[src/rtl/cla_multiword_wrapper.sv]
// rtl/cla_multiword_wrapper.sv - byte-addressed multiword adder/subtractor built on a 16-bit CLA slice
//
// Purpose:
//   Operands A and B (WIDTH bits each) are loaded one byte at a time over a
//   simple byte register port. A START command runs the sum one 16-bit slice
//   per clock through a carry-lookahead slice (cla16). The carry between slices
//   is registered. RESULT, FLAGS and STATUS can be read back at any time.
//
// Ports:
//   CLK   in   1  clock; all state updates on the rising edge
//   RST   in   1  synchronous, active-low reset
//   DIN   in   8  write data byte
//   ADDR  in   8  byte register address
//   RDWR  in   1  1 = write DIN to ADDR, 0 = read ADDR
//   DOUT  out  8  registered read data, one-cycle latency, held during writes
//   DONE  out  1  one-cycle pulse while the result is committed
//
// Address map:
//   0x00+i A byte i      0x10+i B byte i      0x20 CTRL {SUB, CIN}
//   0x21   CMD bit0 = START                   0x30+i RESULT byte i
//   0x40   FLAGS {ZERO, OVF, COUT}            0x41 STATUS {DONE_STICKY, BUSY}

module cla_multiword_wrapper #(
   parameter int WIDTH = 64
) (
   input  logic       CLK,
   input  logic       RST,
   input  logic [7:0] DIN,
   input  logic [7:0] ADDR,
   input  logic       RDWR,
   output logic [7:0] DOUT,
   output logic       DONE
);

   localparam int NS = WIDTH / 16;
   localparam int NB = WIDTH / 8;
   localparam logic [3:0] LAST_SLICE = 4'(NS - 1);
   localparam logic [4:0] NB5 = 5'(NB);

   typedef enum logic [1:0] {
      IDLE = 2'd0,
      CALC = 2'd1,
      CMPL = 2'd2
   } state_t;

   state_t state;
   state_t state_nxt;

   // Programmer-visible registers
   logic [WIDTH-1:0] a_reg;
   logic [WIDTH-1:0] b_reg;
   logic             cin_reg;
   logic             sub_reg;
   logic [WIDTH-1:0] result_reg;
   logic             cout_flag;
   logic             ovf_flag;
   logic             zero_flag;
   logic             busy;
   logic             done_sticky;

   // Working copies taken at START; wb already holds B' (inverted for SUB)
   logic [WIDTH-1:0] wa;
   logic [WIDTH-1:0] wb;
   logic             carry;
   logic [3:0]       slice_cnt;

   logic [15:0]      op_a;
   logic [15:0]      op_b;
   logic [15:0]      slice_sum;
   logic             slice_cout;
   logic [WIDTH-1:0] result_nxt;

   logic             in_window;
   logic             start_cmd;
   logic             start_acc;
   logic [7:0]       rd_data;

   // Byte index inside a 16-byte window is valid only below NB
   assign in_window = ({1'b0, ADDR[3:0]} < NB5);
   assign start_cmd = RDWR && (ADDR == 8'h21) && DIN[0];

   // FSM next-state and outputs
   always_comb begin
      state_nxt = state;
      start_acc = 1'b0;
      DONE      = 1'b0;
      case (state)
         IDLE: begin
            if (start_cmd) begin
               state_nxt = CALC;
               start_acc = 1'b1;
            end
         end
         CALC: begin
            if (slice_cnt == LAST_SLICE) begin
               state_nxt = CMPL;
            end
         end
         CMPL: begin
            DONE      = 1'b1;
            state_nxt = IDLE;
         end
         default: begin
            state_nxt = IDLE;
         end
      endcase
   end

   // Select the operand slice for the current CALC cycle and merge its sum
   always_comb begin
      op_a       = 16'h0000;
      op_b       = 16'h0000;
      result_nxt = result_reg;
      for (int k = 0; k < NS; k++) begin
         if (slice_cnt == 4'(k)) begin
            op_a                  = wa[16*k +: 16];
            op_b                  = wb[16*k +: 16];
            result_nxt[16*k +: 16] = slice_sum;
         end
      end
   end

   cla16 u_slice (
      .a    (op_a),
      .b    (op_b),
      .cin  (carry),
      .sum  (slice_sum),
      .cout (slice_cout)
   );

   // Read mux
   always_comb begin
      rd_data = 8'hF0;
      case (ADDR[7:4])
         4'h0: begin
            rd_data = 8'h00;
            for (int i = 0; i < NB; i++) begin
               if (ADDR[3:0] == 4'(i)) begin
                  rd_data = a_reg[8*i +: 8];
               end
            end
         end
         4'h1: begin
            rd_data = 8'h00;
            for (int i = 0; i < NB; i++) begin
               if (ADDR[3:0] == 4'(i)) begin
                  rd_data = b_reg[8*i +: 8];
               end
            end
         end
         4'h2: begin
            if (ADDR[3:0] == 4'h0) begin
               rd_data = {6'b000000, sub_reg, cin_reg};
            end else if (ADDR[3:0] == 4'h1) begin
               rd_data = 8'h00;
            end
         end
         4'h3: begin
            rd_data = 8'h00;
            for (int i = 0; i < NB; i++) begin
               if (ADDR[3:0] == 4'(i)) begin
                  rd_data = result_reg[8*i +: 8];
               end
            end
         end
         4'h4: begin
            if (ADDR[3:0] == 4'h0) begin
               rd_data = {5'b00000, zero_flag, ovf_flag, cout_flag};
            end else if (ADDR[3:0] == 4'h1) begin
               rd_data = {6'b000000, done_sticky, busy};
            end
         end
         default: begin
            rd_data = 8'hF0;
         end
      endcase
   end

   always_ff @(posedge CLK) begin
      if (!RST) begin
         state       <= IDLE;
         a_reg       <= '0;
         b_reg       <= '0;
         cin_reg     <= 1'b0;
         sub_reg     <= 1'b0;
         result_reg  <= '0;
         cout_flag   <= 1'b0;
         ovf_flag    <= 1'b0;
         zero_flag   <= 1'b0;
         busy        <= 1'b0;
         done_sticky <= 1'b0;
         wa          <= '0;
         wb          <= '0;
         carry       <= 1'b0;
         slice_cnt   <= 4'h0;
         DOUT        <= 8'h00;
      end else begin
         state <= state_nxt;

         if (!RDWR) begin
            DOUT <= rd_data;
         end

         // Operand and control writes are locked out for the whole operation
         if (RDWR && !busy) begin
            for (int i = 0; i < NB; i++) begin
               if (in_window && ADDR[3:0] == 4'(i)) begin
                  if (ADDR[7:4] == 4'h0) begin
                     a_reg[8*i +: 8] <= DIN;
                  end
                  if (ADDR[7:4] == 4'h1) begin
                     b_reg[8*i +: 8] <= DIN;
                  end
               end
            end
            if (ADDR == 8'h20) begin
               cin_reg <= DIN[0];
               sub_reg <= DIN[1];
            end
         end

         if (start_acc) begin
            wa          <= a_reg;
            wb          <= sub_reg ? ~b_reg : b_reg;
            carry       <= sub_reg | cin_reg;
            slice_cnt   <= 4'h0;
            busy        <= 1'b1;
            done_sticky <= 1'b0;
         end

         if (state == CALC) begin
            result_reg <= result_nxt;
            carry      <= slice_cout;
            slice_cnt  <= slice_cnt + 4'h1;
            if (slice_cnt == LAST_SLICE) begin
               cout_flag <= slice_cout;
               ovf_flag  <= (wa[WIDTH-1] == wb[WIDTH-1]) &&
                            (result_nxt[WIDTH-1] != wa[WIDTH-1]);
               zero_flag <= (result_nxt == '0);
            end
         end

         if (state == CMPL) begin
            busy        <= 1'b0;
            done_sticky <= 1'b1;
         end
      end
   end

endmodule

// 16-bit carry-lookahead adder slice.
//   a, b  in   16  addends
//   cin   in    1  carry in
//   sum   out  16  sum
//   cout  out   1  carry out
// Four 4-bit groups each produce group generate/propagate; a second-level
// lookahead derives every group carry-in directly from cin.
module cla16 (
   input  logic [15:0] a,
   input  logic [15:0] b,
   input  logic        cin,
   output logic [15:0] sum,
   output logic        cout
);

   logic [15:0] g;
   logic [15:0] p;
   logic [15:0] c;
   logic [3:0]  gg;
   logic [3:0]  gp;
   logic [3:0]  gc;

   assign g = a & b;
   assign p = a ^ b;

   genvar j;
   generate
      for (j = 0; j < 4; j++) begin : g_grp
         localparam int B0 = 4 * j;
         assign gg[j] = g[B0+3]
                      | (p[B0+3] & g[B0+2])
                      | (p[B0+3] & p[B0+2] & g[B0+1])
                      | (p[B0+3] & p[B0+2] & p[B0+1] & g[B0]);
         assign gp[j] = &p[B0+3:B0];
         assign c[B0]   = gc[j];
         assign c[B0+1] = g[B0] | (p[B0] & gc[j]);
         assign c[B0+2] = g[B0+1] | (p[B0+1] & g[B0])
                        | (p[B0+1] & p[B0] & gc[j]);
         assign c[B0+3] = g[B0+2] | (p[B0+2] & g[B0+1])
                        | (p[B0+2] & p[B0+1] & g[B0])
                        | (p[B0+2] & p[B0+1] & p[B0] & gc[j]);
      end
   endgenerate

   assign gc[0] = cin;
   assign gc[1] = gg[0] | (gp[0] & cin);
   assign gc[2] = gg[1] | (gp[1] & gg[0]) | (gp[1] & gp[0] & cin);
   assign gc[3] = gg[2] | (gp[2] & gg[1]) | (gp[2] & gp[1] & gg[0])
                | (gp[2] & gp[1] & gp[0] & cin);
   assign cout  = gg[3] | (gp[3] & gg[2]) | (gp[3] & gp[2] & gg[1])
                | (gp[3] & gp[2] & gp[1] & gg[0])
                | (gp[3] & gp[2] & gp[1] & gp[0] & cin);

   assign sum = p ^ c;

endmodule

[config.mk]
export PLATFORM = sky130hd
export DESIGN_NAME = cla_multiword_wrapper
export DESIGN_NICKNAME = d
export VERILOG_FILES = /design/src/rtl/cla_multiword_wrapper.sv
export SDC_FILE = /design/constraint.sdc
export NUM_CORES = 1
export LEC_CHECK = 0
export CORE_MARGIN = 2
export CORE_UTILIZATION = 45
export CTS_CLUSTER_DIAMETER = 80
export DETAILED_ROUTE_END_ITERATION = 10
export PLACE_DENSITY = 0.69
export SYNTH_ARGS = -nofsm -noshare
export SYNTH_HDL_FRONTEND = slang
export SYNTH_SLANG_ARGS = --single-unit
export TNS_END_PERCENT = 20
[constraint.sdc]
create_clock -name CLK -period 7.1 [get_ports CLK]
set_input_delay 1.065 -clock CLK [delete_from_list [all_inputs] [get_ports CLK]]
set_output_delay 1.065 -clock CLK [all_outputs]
set_load 0.05 [all_outputs]
Word level (Yosys, flattened, before mapping)
Cells that the tools add are included.
{ "totals": {"register_bits": 342, "output_inout_bits": 9, "wordCells": 276} }
{ "op_classes": {"n_addsub": 1, "magnitude_cmp": 1, "n_eq_ne": 22, "n_mux": 54, "bitwise_logic": 124, "reduce_logical": 44} }
{ "ops": {"columns": ["op", "n"], "rows": [
  ["2-to-1 mux 8 bit", 28],
  ["2-to-1 mux 16 bit", 12],
  ["AND 1 bit", 72],
  ["logical NOT 64 bit", 1],
  ["2-to-1 mux 64 bit", 1],
  ["NOT 64 bit", 1],
  ["AND reduction 3 bit", 16],
  ["bitwise OR 1 bit", 47],
  ["case mux 8 bit (5 select lines)", 1],
  ["bitwise XOR 16 bit", 2],
  ["== test 4 x 2 -> 1 bit, second input constant", 6],
  ["== test 4 x 3 -> 1 bit, second input constant", 5],
  ["AND 16 bit", 1],
  ["== test 8 x 6 -> 1 bit, second input constant", 2],
  ["AND reduction 4 bit", 4],
  ["== test 4 x 1 -> 1 bit, second input constant", 3],
  ["logical AND 1 bit", 12],
  ["logical NOT 4 bit", 3],
  ["2-to-1 mux 4 bit", 2],
  ["2-to-1 mux 1 bit", 7],
  ["AND reduction 2 bit", 3],
  ["adder 4 x 1 -> 4 bit, second input constant", 1],
  ["< comparator 4 bit, second input constant", 1],
  ["2-to-1 mux 2 bit", 2],
  ["other kinds (12)", 13]
]} }

Logic depth before layout (Yosys ltp)
Gate-level depths: netlist of run 1.
{ "logic_depth": {"word_depth": 20, "ltp_mapped": 21, "ltp_nobuf": 20} }

Modules after synthesis
Synthesis of run 1 repeated with hierarchy kept, for this count alone.
{ "hier_totals": {"hier_cells": 2003, "area_unflattened_um2": 16580.9} }
{ "modules_own_cells": {"columns": ["mod", "instances", "cells_each", "area_per_inst_um2", "seq_area_each_um2"], "rows": [
  ["cla_multiword_wrapper", 1, 1930, 15934.0, 6846.6],
  ["cla16", 1, 73, 646.9, 0.0]
]} }

Least setup slack after synthesis of run 1
Ideal clock, no wire load.
{ "synth_path": {"path_type": "flip-flop to flip-flop", "startpoint": "register slice_cnt[0]", "endpoint": "register zero_flag", "setup_ns": 0.070, "arrival_ns": 4.701, "slack_ns": 2.329, "path_stages_with_launch": 20, "period_less_slack_ns": 4.771, "cell_sequence": "dfxtp_1 ha_1 nor3b_1 clkbuf_1 clkbuf_1 a221o_1 o21ai_0 o21ai_0 ha_1 a21oi_4 o22ai_2 a211o_2 fa_1 xnor2_1 nand4bb_1 nor4_1 o2111ai_1 a2111oi_0 a41oi_1 a21oi_1"} }
{ "synth_via": {"elab_chain_len": 19} }
{ "synth_rtl": {"columns": ["element", "line", "source"], "rows": [
  ["start, declared", "65", "logic [3:0] slice_cnt;"],
  ["start signal, assigned", "234", "slice_cnt <= slice_cnt + 4'h1;"],
  ["logical NOT 4 bit", "115", "if (slice_cnt == 4'(k)) begin"],
  ["2-to-1 mux 16 bit (4 in series)", "115", null],
  ["bitwise XOR 16 bit / AND 16 bit (equally long branches)", "275, 274", null],
  ["AND 1 bit, on equally long branches", "282, 283, 284", null],
  ["bitwise OR 1 bit, or another cell as far along", "282", "| (p[B0+3] & g[B0+2])"],
  ["bitwise OR 1 bit / AND 1 bit (equally long branches)", "283, 284", null],
  ["bitwise OR 1 bit", "284", "| (p[B0+3] & p[B0+2] & p[B0+1] & g[B0]);"],
  ["AND 1 bit", "299", "assign gc[3] = gg[2] | (gp[2] & gg[1]) | (gp[2] & gp[1] & gg[0])"],
  ["bitwise OR 1 bit (2 in series)", "299", null],
  ["bitwise OR 1 bit", "300", "| (gp[2] & gp[1] & gp[0] & cin);"],
  ["AND 1 bit, on equally long branches", "287, 289, 292", null],
  ["bitwise OR 1 bit, on equally long branches", "287, 289, 292", null],
  ["bitwise XOR 16 bit", "305", "assign sum = p ^ c;"],
  ["2-to-1 mux 16 bit", "115", null],
  ["logical NOT 64 bit", "239", "zero_flag <= (result_nxt == '0);"],
  ["end signal, assigned", "239", null],
  ["end, declared", "57", "logic zero_flag;"]
]} }
Several ways; a longest one is shown, not always the timed one.
A chain may end at the register's enable or synchronous reset.

Worst setup path in the final report of run 1
Ends and elaborated chain as after synthesis.

==> run_results.csv, run 1 <==
group,metric,value,unit
layout,nets,1973,
synth,ys_seq_area_frac,0.399,
timing,skew,0.0181,ns
critical_path,cp_slowest_stage_delay,1.00,ns
placement,dp_hpwl,38400,um
synth,syn_nets,2031,
critical_path,path_max_fanout,29,
clocking,postCtsResizedCells,0,
die,core_area,37700,um2
layout,design_area,19000,um2
detailed_routing,wl_per_cell,23.0,um
die,die-area,39800,um2
worst_hold_path,hp-class,"flip-flop to flip-flop",
layout,diodes,0,
synth,synth_edf_count,0,
timing,hold_viol,0,
placement,placed_area,17800,um2
die,design.portCount,28,
timing,min_period_over_period,0.875,
synth,yosys.area.top_type,"dfxtp_1",
global_route,antenna_found_initial,2,
global_route,gr-total-overflow,0,
detailed_routing,vias,14800,
pwr,power_frac_comb,0.045,
pwr,p_per_area,213,nW/um2
clocking,cts_setup_buffers,0,
layout,area_delta_synth_final,10.6,%
placement,place.gp.congestion,0.974,
detailed_routing,drt-pass1-iter-count,6,
synth,synth_area_leaders,"dfxtp_1 (40%), nand2_1 (9.3%), a21boi_0 (6.6%)",
die,start_util,0.456,
pwr,internal-power,3100,uW
layout,final_cell_mix,"nand2_1 (424), dfxtp_1 (341), a21boi_0 (150), o21ai_0 (118), mux2i_1 (97)",
timing,fmax,161,MHz
pwr,power.total,4040,uW
timing,worst_pin_slew,1.34,ns
pwr,p_seq_frac,0.477,
pwr,clkPwrFrac,0.479,
die,die_w,199,um
layout,final_common_cell,"nand2_1",
synth,async_reset_ff_frac,0,
run,cap_violations,0,
pwr,switching_share,0.231,
global_route,grt_first_pass_wirelength,86400,um
critical_path,crit_slowest_cell,"nor2_2",
timing,period_minus_slack,6.21,ns
pwr,p_sw,934,uW
synth,synth_area,17200,um2
critical_path,crit_chain,"inv_1 -> ha_1 -> nand2_1 -> nor2_2 -> a221o_1 -> o21ai_0 -> o21ai_0 -> ha_1 -> a21oi_4 -> o22ai_2 -> a211o_2 -> fa_1 -> xnor2_1 -> nand4bb_1 -> nor4_1 -> o2111ai_1 -> a2111oi_0 -> a41oi_1 -> a21oi_1",
global_route,grt_pass1_vias,13900,
clocking,cts_root_buffer,"clkbuf_16",
timing,setup-tns-final,0,ns
run_status,status,"completed",
synth,ys_types,69,
clocking,cts.path.max_buffers,3,
critical_path,crit_type,"flip-flop to flip-flop",
timing,setup_violations,0,
synth,synth_seq_cells,342,
detailed_routing,avgViaCountPerCell,6.01,
layout,drive_above_1_share,0.0822,
pwr,p_leak,0.00779,uW
global_route,grtUsageTotal,0.287,
clocking,cts_tree,"done",
detailed_routing,route.detailed.drc,0,
clocking,cts_hold_buffers,0,
global_route,grt_max_degree,162,
timing,relSlewSlack,0.109,
detailed_routing,drt-total-wl,56700,um
clocking,clkLatencyLatePin,0.54,ns
critical_path,cp-end-kind,"flip-flop",
pwr,max-vdd-ir-drop,142,uV
die,rows,71,
synth,syn_area_per_cell,8.64,um2
timing,rsz0062_at_grt,"false",
clocking,numCtsBuffers,38,
detailed_routing,ant_nets,0,
clocking,htree_levels,2,
critical_path,worstPathRequired,7.56,ns
detailed_routing,drt_iter0_markers,1812,
synth,yosysWarnings,0,
critical_path,cp.arrival,6.67,ns
placement,portBuffers,27,
clocking,clock_sinks,342,
synth,synthesis.instances,1988,
critical_path,startpoint_type,"flip-flop",
clocking,path_clk_slew,0.06,ns
die,die_h,199,um
timing,finalMaxSlewViolations,0,
synth,yosysTopAreaCellShare,0.399,
synth,ys.flop_type,"dfxtp_1",
[critical path, delay by kind of cell (launching register included)]
family                     cells  cell delay (ns)
AOI/OAI and AO/OA             10             2.29
xor gates and xnor gates       1             0.67
adders and majority gates      3             1.01
buffers and inverters          1             0.12
DFF                            1             0.37
and+or+nand+nor                4             1.65
[layer usage]
layer / track usage / up-vias / part of all wire
met5: 0 / - / 0
met4: 0.133 / 0 / 0.052
met3: 0.0496 / 169 / 0.088
met2: 0.450 / 738 / 0.44
met1: 0.385 / 7065 / 0.42
li1: - / 6870 / -
[synthesized netlist by cell type, types with 3 or more instances]
master and n:
a22oi_1 8, clkbuf_1 125, nand4_1 3, nand3_1 81
o21a_1 4, a21boi_0 150, xnor2_1 74, o221ai_1 15
o22ai_1 4, o211ai_1 7, mux2i_1 97, ha_1 20
o2bb2ai_1 3, buf_1 8, mux2_2 25, fa_1 4
o41ai_1 3, dfxtp_1 342, a31oi_1 5, nor4_1 12
nor2_1 51, nand2_1 424, or2_2 5, and2_1 21
o21ai_0 118, a21oi_1 31, buf_2 29, mux4_2 13
o211a_1 80, inv_1 9, nor3b_1 6, a211o_1 3
or4_1 5, a211oi_1 4, and3_1 9, nor3_1 11
o31ai_1 10, a221oi_1 6, a21o_1 3, a22o_1 3
nor2b_1 90, nand2b_1 6, a221o_1 31
[path summary, 6_finish.rpt]
path	from	to	slack [ns]	cells past startpoint
max reg2reg	slice_cnt[0]$_SDFFE_PN0P_	zero_flag$_SDFFE_PN0P_	0.89	19
min reg2reg	DOUT[2]$_SDFFE_PN0N_	DOUT[2]$_SDFFE_PN0N_	0.45	2
min	DOUT[2]$_SDFFE_PN0N_	DOUT[2]$_SDFFE_PN0N_	0.45	2
max	slice_cnt[0]$_SDFFE_PN0P_	zero_flag$_SDFFE_PN0P_	0.89	19
[power by group through the flow]
stage	registers, uW	clock network, uW	logic, uW
floorplan	1970	0	98.6
global placement	1970	0	177
detailed placement	1970	0	177
CTS	1920	1950	177
global route	1920	2030	187
finish	1920	1930	181
[logic make-up (layout without fill, tap and decap cells)]
family / Yosys count / count (layout) / share of synthesized area
fa+ha+maj: 24 / 24 / 0.0192
xor+xnor: 75 / 75 / 0.0382
mux: 135 / 135 / 0.0899
compound gates: 508 / 508 / 0.221
flops: 342 / 342 / 0.399
simple gates: 733 / 733 / 0.194
buf+inv: 171 / 141 / 0.0395
[area by class of cell]
type	count	area, um2
multi-input cells	1475	9700
flip-flops and latches	342	6850
clock buffers	60	1120
fillers	3607	18700
well taps	511	639
repair buffers	64	567
inverters	9	33.8
clock inverters	8	83.8
[through the flow]
stage | setup WS [ns] | hold slack [ns] | std cells | util
6_report | 0.891 | 0.451 | 2469 | 0.504
5_1_grt | 0.521 | 0.472 | 2469 | 0.504
4_1_cts | 1.06 | 0.454 | 2469 | 0.504
3_5_place_dp | 1.05 | 0.446 | 2401 | 0.472
3_3_place_gp | 1.46 | 0.444 | 2401 | 0.472
2_1_floorplan | 2.33 | 0.440 | 1988 | -
(Power assumes the default switching activity.)
==> inputs of run 2 (changes only) <==
Settings changed: CAP_MARGIN set to 20.
==> run 2 against run 1 <==
Compared with the run above:
- setup slack better by 0.37 ns
- register-to-register slack better by 0.37 ns
- largest cell class unchanged
- total power is 1.1% higher
- first-iteration DRC count decreased by 9.7%
- utilization grew 0.16 points
- final cell count grew 0.12%
- clock-buffer cell count fell by 6
- critical path depth did not move
- global-route usage up 0.30 points
- non-clock buffer count increased by 1
- largest power group unchanged
- maximum frequency up 6.3%
- design area up 0.31%
==> run_results.csv, run 2 (synthesis gave the netlist of run 1 again) <==
group,metric,value,unit
clocking,path_clk_slew,0.06,ns
placement,portBuffers,27,
run_status,status,"completed",
die,rows,71,
critical_path,startpoint_type,"flip-flop",
layout,design_area,19100,um2
layout,area_delta_synth_final,10.9,%
placement,placed_area,17800,um2
critical_path,worstPathRequired,7.59,ns
critical_path,crit_path_frequent_cell,"a21oi_1",
critical_path,crit_family,"compound AO/OA/AOI/OAI gates",
detailed_routing,drt-total-wl,57200,um
critical_path,critPathBufInv,2,
critical_path,rrSetupSlack,1.26,ns
critical_path,crit_type,"flip-flop to flip-flop",
layout,nets,1975,
timing,fmax,171,MHz
clocking,clkLatencyLatePin,0.58,ns
worst_hold_path,hp-start,"DOUT[2]$_SDFFE_PN0N_",
placement,place.gp.congestion,0.974,
clocking,postCtsResizedCells,0,
clocking,cts_setup_buffers,0,
clocking,cts.path.max_buffers,3,
critical_path,cp-end-kind,"flip-flop",
global_route,grt_max_degree,162,
layout,final_cell_mix,"nand2_1 (424), dfxtp_1 (341), a21boi_0 (150), o21ai_0 (118), mux2i_1 (97)",
clocking,numCtsBuffers,39,
detailed_routing,wl_per_cell,23.2,um
worst_hold_path,hp-class,"flip-flop to flip-flop",
pwr,p_per_area,214,nW/um2
timing,setup-tns-final,0,ns
worst_hold_path,holdPathStages,2,
clocking,cts_root_buffer,"clkbuf_16",
timing,whs,0.456,ns
critical_path,crit_slowest_cell,"nor3b_4",
critical_path,crit_chain,"inv_1 -> ha_1 -> nor3b_4 -> buf_4 -> a221o_1 -> o21ai_0 -> o21ai_0 -> ha_1 -> a21oi_1 -> a21oi_1 -> a211o_2 -> fa_1 -> xnor2_1 -> nand4bb_1 -> nor4_1 -> o2111ai_1 -> a2111oi_0 -> a41oi_1 -> a21oi_1",
layout,drive_above_1_share,0.0862,
detailed_routing,ant_nets,0,
global_route,antenna_found_initial,0,
die,start_util,0.456,
global_route,gr-total-overflow,0,
critical_path,reg2regPathDepth,19,
timing,setup_violations,0,
detailed_routing,avgViaCountPerCell,6.07,
detailed_routing,route.detailed.drc,0,
critical_path,path_max_fanout,24,
critical_path,cp.arrival,6.33,ns
timing,finalMaxSlewViolations,0,
worst_hold_path,hold_path_end,"DOUT[2]$_SDFFE_PN0N_",
layout,nFillCells,3582,
pwr,max-vdd-ir-drop,155,uV
timing,period_minus_slack,5.84,ns
die,core_area,37700,um2
placement,dp_hpwl,38600,um
layout,final_common_cell,"nand2_1",
critical_path,r2r_start,"slice_cnt[0]$_SDFFE_PN0P_",
timing,rsz0062_at_grt,"false",
clocking,clock_sinks,342,
clocking,htree_levels,2,
die,die_w,199,um
layout,post-route-util,0.506,
timing,skew,0.0287,ns
global_route,grt_pass1_vias,14200,
die,die-area,39800,um2
critical_path,cp_slowest_stage_delay,0.92,ns
run,cap_violations,0,
die,design.portCount,28,
detailed_routing,drt-pass1-iter-count,5,
clocking,cts_tree,"done",
layout,diodes,0,
critical_path,r2r-end,"zero_flag$_SDFFE_PN0P_",
clocking,cts_hold_buffers,0,
global_route,grt_first_pass_wirelength,87100,um
detailed_routing,drt_iter0_markers,1636,
timing,hold_viol,0,
die,die_h,199,um
timing,worst_pin_slew,1.14,ns
detailed_routing,vias,15000,
timing,relSlewSlack,0.236,
pwr,p_leak,0.00783,uW
timing,min_period_over_period,0.822,
global_route,grtUsageTotal,0.290,
==> run 2: changes by cell type in the layout (fill, tap and decap cells not counted) <==
cell,before,now
clkinv_4,0,1
inv_6,2,0
clkbuf_1,13,8
clkinvlp_4,0,1
clkinv_2,4,10
inv_16,0,1
clkbuf_8,10,8
clkinv_8,1,2
buf_8,0,1
clkbuf_16,38,39
==> run 2: routing by layer <==
| metal | global-route usage | vias to the layer above | share of wire |
|---|---|---|---|
| met5 | 0 | - | 0 |
| met3 | 0.0552 | 179 | 0.086 |
| met2 | 0.451 | 763 | 0.44 |
| met1 | 0.387 | 7183 | 0.42 |
| li1 | - | 6879 | - |
| met4 | 0.142 | 0 | 0.052 |
==> run 2: worst max path at each step <==
stage / start / to / cells after the start
6_report: slice_cnt[0]$_SDFFE_PN0P_ / zero_flag$_SDFFE_PN0P_ / 19
2_1_floorplan: slice_cnt[0]$_SDFFE_PN0P_ / zero_flag$_SDFFE_PN0P_ / 19
3_5_place_dp: slice_cnt[0]$_SDFFE_PN0P_ / zero_flag$_SDFFE_PN0P_ / 18
4_1_cts: slice_cnt[0]$_SDFFE_PN0P_ / zero_flag$_SDFFE_PN0P_ / 18
3_3_place_gp: slice_cnt[0]$_SDFFE_PN0P_ / zero_flag$_SDFFE_PN0P_ / 19
5_1_grt: slice_cnt[0]$_SDFFE_PN0P_ / zero_flag$_SDFFE_PN0P_ / 19
==> run 2: worst reg2reg max path, stage by stage (launching register included) <==
cell	delay (ns)
dfxtp_1	0.37
inv_1	0.12
ha_1	0.21
nor3b_4	0.92
buf_4	0.36
a221o_1	0.13
o21ai_0	0.07
o21ai_0	0.24
ha_1	0.32
a21oi_1	0.15
a21oi_1	0.09
a211o_2	0.40
fa_1	0.45
xnor2_1	0.64
nand4bb_1	0.22
nor4_1	0.32
o2111ai_1	0.18
a2111oi_0	0.30
a41oi_1	0.16
a21oi_1	0.13
==> run 2: metrics by stage <==
| step | std cells | setup slack, ns | total power, uW |
|---|---|---|---|
| after detailed placement | 2402 | 1.36 | 2140 |
| after CTS | 2472 | 1.38 | 4100 |
| after global placement | 2401 | 1.46 | 2140 |
| after global routing | 2472 | 0.892 | 4190 |
| after floorplan | 1988 | 2.33 | 2070 |
| final | 2472 | 1.26 | 4080 |
==> run 2: cell type report <==
class	count	area [um2]	area share
clock buffers	54	1100	0.0578
clock inverters	16	149	0.00781
inverters	9	33.8	0.00177
multi-input cells	1475	9700	0.509
flip-flops and latches	342	6850	0.359
well taps	511	639	0.0336
repair buffers	65	582	0.0305
==> run 2: report_power, final <==
part	leakage (uW)	switching, uW	total, uW	internal, uW
clock	0.000621	845	1980	1130
sequential	0.00276	2.52	1920	1920
combinational	0.00445	125	182	56.9
==> inputs of run 3 (changes only) <==
Clock period 7.1 ns to 5.5 ns, I/O delays scaled along.
==> run 3 against run 2 <==
Compared with the run above:
- utilization is 0.40 points higher
- critical path depth stayed put
- first-iteration DRC count is 4.7% lower
- design area is 0.78% higher
- clock skew is 0.010 ns lower
==> run_results.csv, run 3 (synthesis gave the netlist of run 1 again) <==
group,metric,value,unit
detailed_routing,vias,15000,
clocking,numCtsBuffers,39,
clocking,cts_root_buffer,"clkbuf_16",
detailed_routing,avgViaCountPerCell,6.04,
timing,hold_viol,0,
layout,final_cells,2477,
timing,skew,0.0187,ns
die,core_area,37700,um2
global_route,grt_first_pass_wirelength,87000,um
timing,setup_violations,0,
detailed_routing,ant_nets,0,
critical_path,crit_slowest_cell,"fa_1",
die,die_h,199,um
critical_path,cp_slowest_stage_delay,0.45,ns
timing,finalWorstSetupSlack,0.412,ns
global_route,grt_max_degree,195,
timing,min_period_over_period,0.925,
critical_path,critical_path_depth,19,
pwr,clkPwrFrac,0.499,
detailed_routing,dr_wl_met2,24800,um
critical_path,crit_type,"flip-flop to flip-flop",
timing,setup-tns-final,0,ns
timing,period_minus_slack,5.09,ns
die,die_w,199,um
layout,final_cell_mix,"nand2_1 (424), dfxtp_1 (341), a21boi_0 (150), o21ai_0 (118), mux2i_1 (97)",
pwr,max-vdd-ir-drop,190,uV
run_status,status,"completed",
global_route,gr-total-overflow,0,
layout,drive_above_1_share,0.0885,
critical_path,endpoint,"zero_flag$_SDFFE_PN0P_",
detailed_routing,drt_iter0_markers,1559,
timing,fmax,197,MHz
detailed_routing,wl_per_cell,23.0,um
pwr,p_sw,1240,uW
die,rows,71,
critical_path,reg2regPathDepth,19,
detailed_routing,maxUsedRoutingLayer,"met4",
timing,worst_pin_slew,1.01,ns
timing,finalMaxSlewViolations,0,
detailed_routing,drt-pass1-iter-count,6,
run,cap_violations,0,
placement,placed_cells,2406,
clocking,cts.path.max_buffers,3,
die,die-area,39800,um2
critical_path,r2r-end,"zero_flag$_SDFFE_PN0P_",
detailed_routing,route.detailed.drc,0,
critical_path,path_max_fanout,37,
critical_path,startpoint,"slice_cnt[0]$_SDFFE_PN0P_",
layout,diodes,0,
detailed_routing,drt-total-wl,57000,um
global_route,antenna_found_initial,1,
critical_path,cp-end-kind,"flip-flop",
pwr,p_seq_frac,0.458,
critical_path,rrSetupSlack,0.41,ns
worst_hold_path,hp-class,"flip-flop to flip-flop",
die,design.portCount,28,
clocking,cts_tree,"done",
clocking,htree_levels,2,
detailed_routing,wl_met3,5200,um
pwr,p_leak,0.00790,uW
critical_path,cp.arrival,5.59,ns
critical_path,startpoint_type,"flip-flop",
critical_path,crit_family,"compound AO/OA/AOI/OAI gates",
clocking,cts_setup_buffers,0,
clocking,cts_hold_buffers,0,
clocking,path_clk_slew,0.06,ns
pwr,p_per_area,283,nW/um2
layout,post-route-util,0.510,
placement,portBuffers,27,
timing,relSlewSlack,0.323,
global_route,grtUsageTotal,0.290,
placement,place.gp.congestion,0.945,
global_route,grt_pass1_vias,14100,
critical_path,worstPathRequired,6.00,ns
critical_path,crit_chain,"ha_1 -> nor3b_2 -> buf_4 -> a221o_1 -> o21ai_0 -> o21ai_0 -> ha_1 -> a21oi_4 -> o22ai_2 -> a211o_2 -> fa_1 -> xnor2_1 -> buf_4 -> nand4bb_1 -> nor4_1 -> o2111ai_1 -> a2111oi_0 -> a41oi_1 -> a21oi_1",
pwr,switching_share,0.229,
clocking,postCtsResizedCells,0,
clocking,clkLatencyLatePin,0.57,ns
detailed_routing,drt-met1-wl,24500,um
critical_path,critPathBufInv,2,
pwr,power_frac_comb,0.044,
die,start_util,0.456,
pwr,internal-power,4180,uW
layout,area_delta_synth_final,11.8,%
clocking,clock_sinks,342,
timing,rsz0062_at_grt,"false",
placement,place_ws,0.499,ns
layout,final_common_cell,"nand2_1",
critical_path,r2r_start,"slice_cnt[0]$_SDFFE_PN0P_",
layout,nets,1980,
placement,dp_hpwl,38300,um
==> run 3: per-stage QoR <==
step / instance area [um2] / hold WS, ns / total power (uW)
after floorplan: 17200 / 0.440 / 2670
after global placement: 17800 / 0.448 / 2770
after detailed placement: 17800 / 0.455 / 2770
after CTS: 19200 / 0.463 / 5440
after global routing: 19200 / 0.485 / 5560
final: 19200 / 0.462 / 5430
==> run 3: worst min path at each step <==
stage               slack (ns)                         from  depth (start not counted)                          end
floorplan                 0.44  result_reg[52]$_SDFFE_PN0P_                          2  result_reg[52]$_SDFFE_PN0P_
global placement          0.45         DOUT[2]$_SDFFE_PN0N_                          2         DOUT[2]$_SDFFE_PN0N_
detailed placement        0.46         DOUT[2]$_SDFFE_PN0N_                          2         DOUT[2]$_SDFFE_PN0N_
CTS                       0.46         DOUT[2]$_SDFFE_PN0N_                          2         DOUT[2]$_SDFFE_PN0N_
global route              0.48         DOUT[2]$_SDFFE_PN0N_                          2         DOUT[2]$_SDFFE_PN0N_
finish                    0.46         DOUT[2]$_SDFFE_PN0N_                          2         DOUT[2]$_SDFFE_PN0N_
==> run 3: cell type report <==
class,count,area [um2]
sequential,342,6850
timing repair buffer,70,648
inverter,9,33.8
multi-input combinational,1475,9700
tap,511,639
clock buffer,59,1180
fill,3580,18500
clock inverter,11,151
==> run 3: worst reg2reg max path: cells and delay by family (launching register included) <==
kind	cells	cell delay, ns
simple gates	3	0.60
fa+ha+maj	3	1.06
xor+xnor	1	0.17
buf+inv	2	0.58
compound gates	10	2.21
flops	1	0.41
==> run 3: power groups by stage <==
| stage | Sequential, uW | Clock [uW] | Combinational [uW] |
|---|---|---|---|
| 2_1_floorplan | 2550 | 0 | 127 |
| 3_3_place_gp | 2540 | 0 | 229 |
| 3_5_place_dp | 2540 | 0 | 229 |
| 4_1_cts | 2480 | 2730 | 230 |
| 6_report | 2480 | 2710 | 236 |
| 5_1_grt | 2480 | 2830 | 244 |
==> run 3: metal layers <==
layer,vias up,global-route usage
met5,-,0
met4,0,0.127
met3,153,0.0528
met2,734,0.446
met1,7188,0.398
li1,6895,-
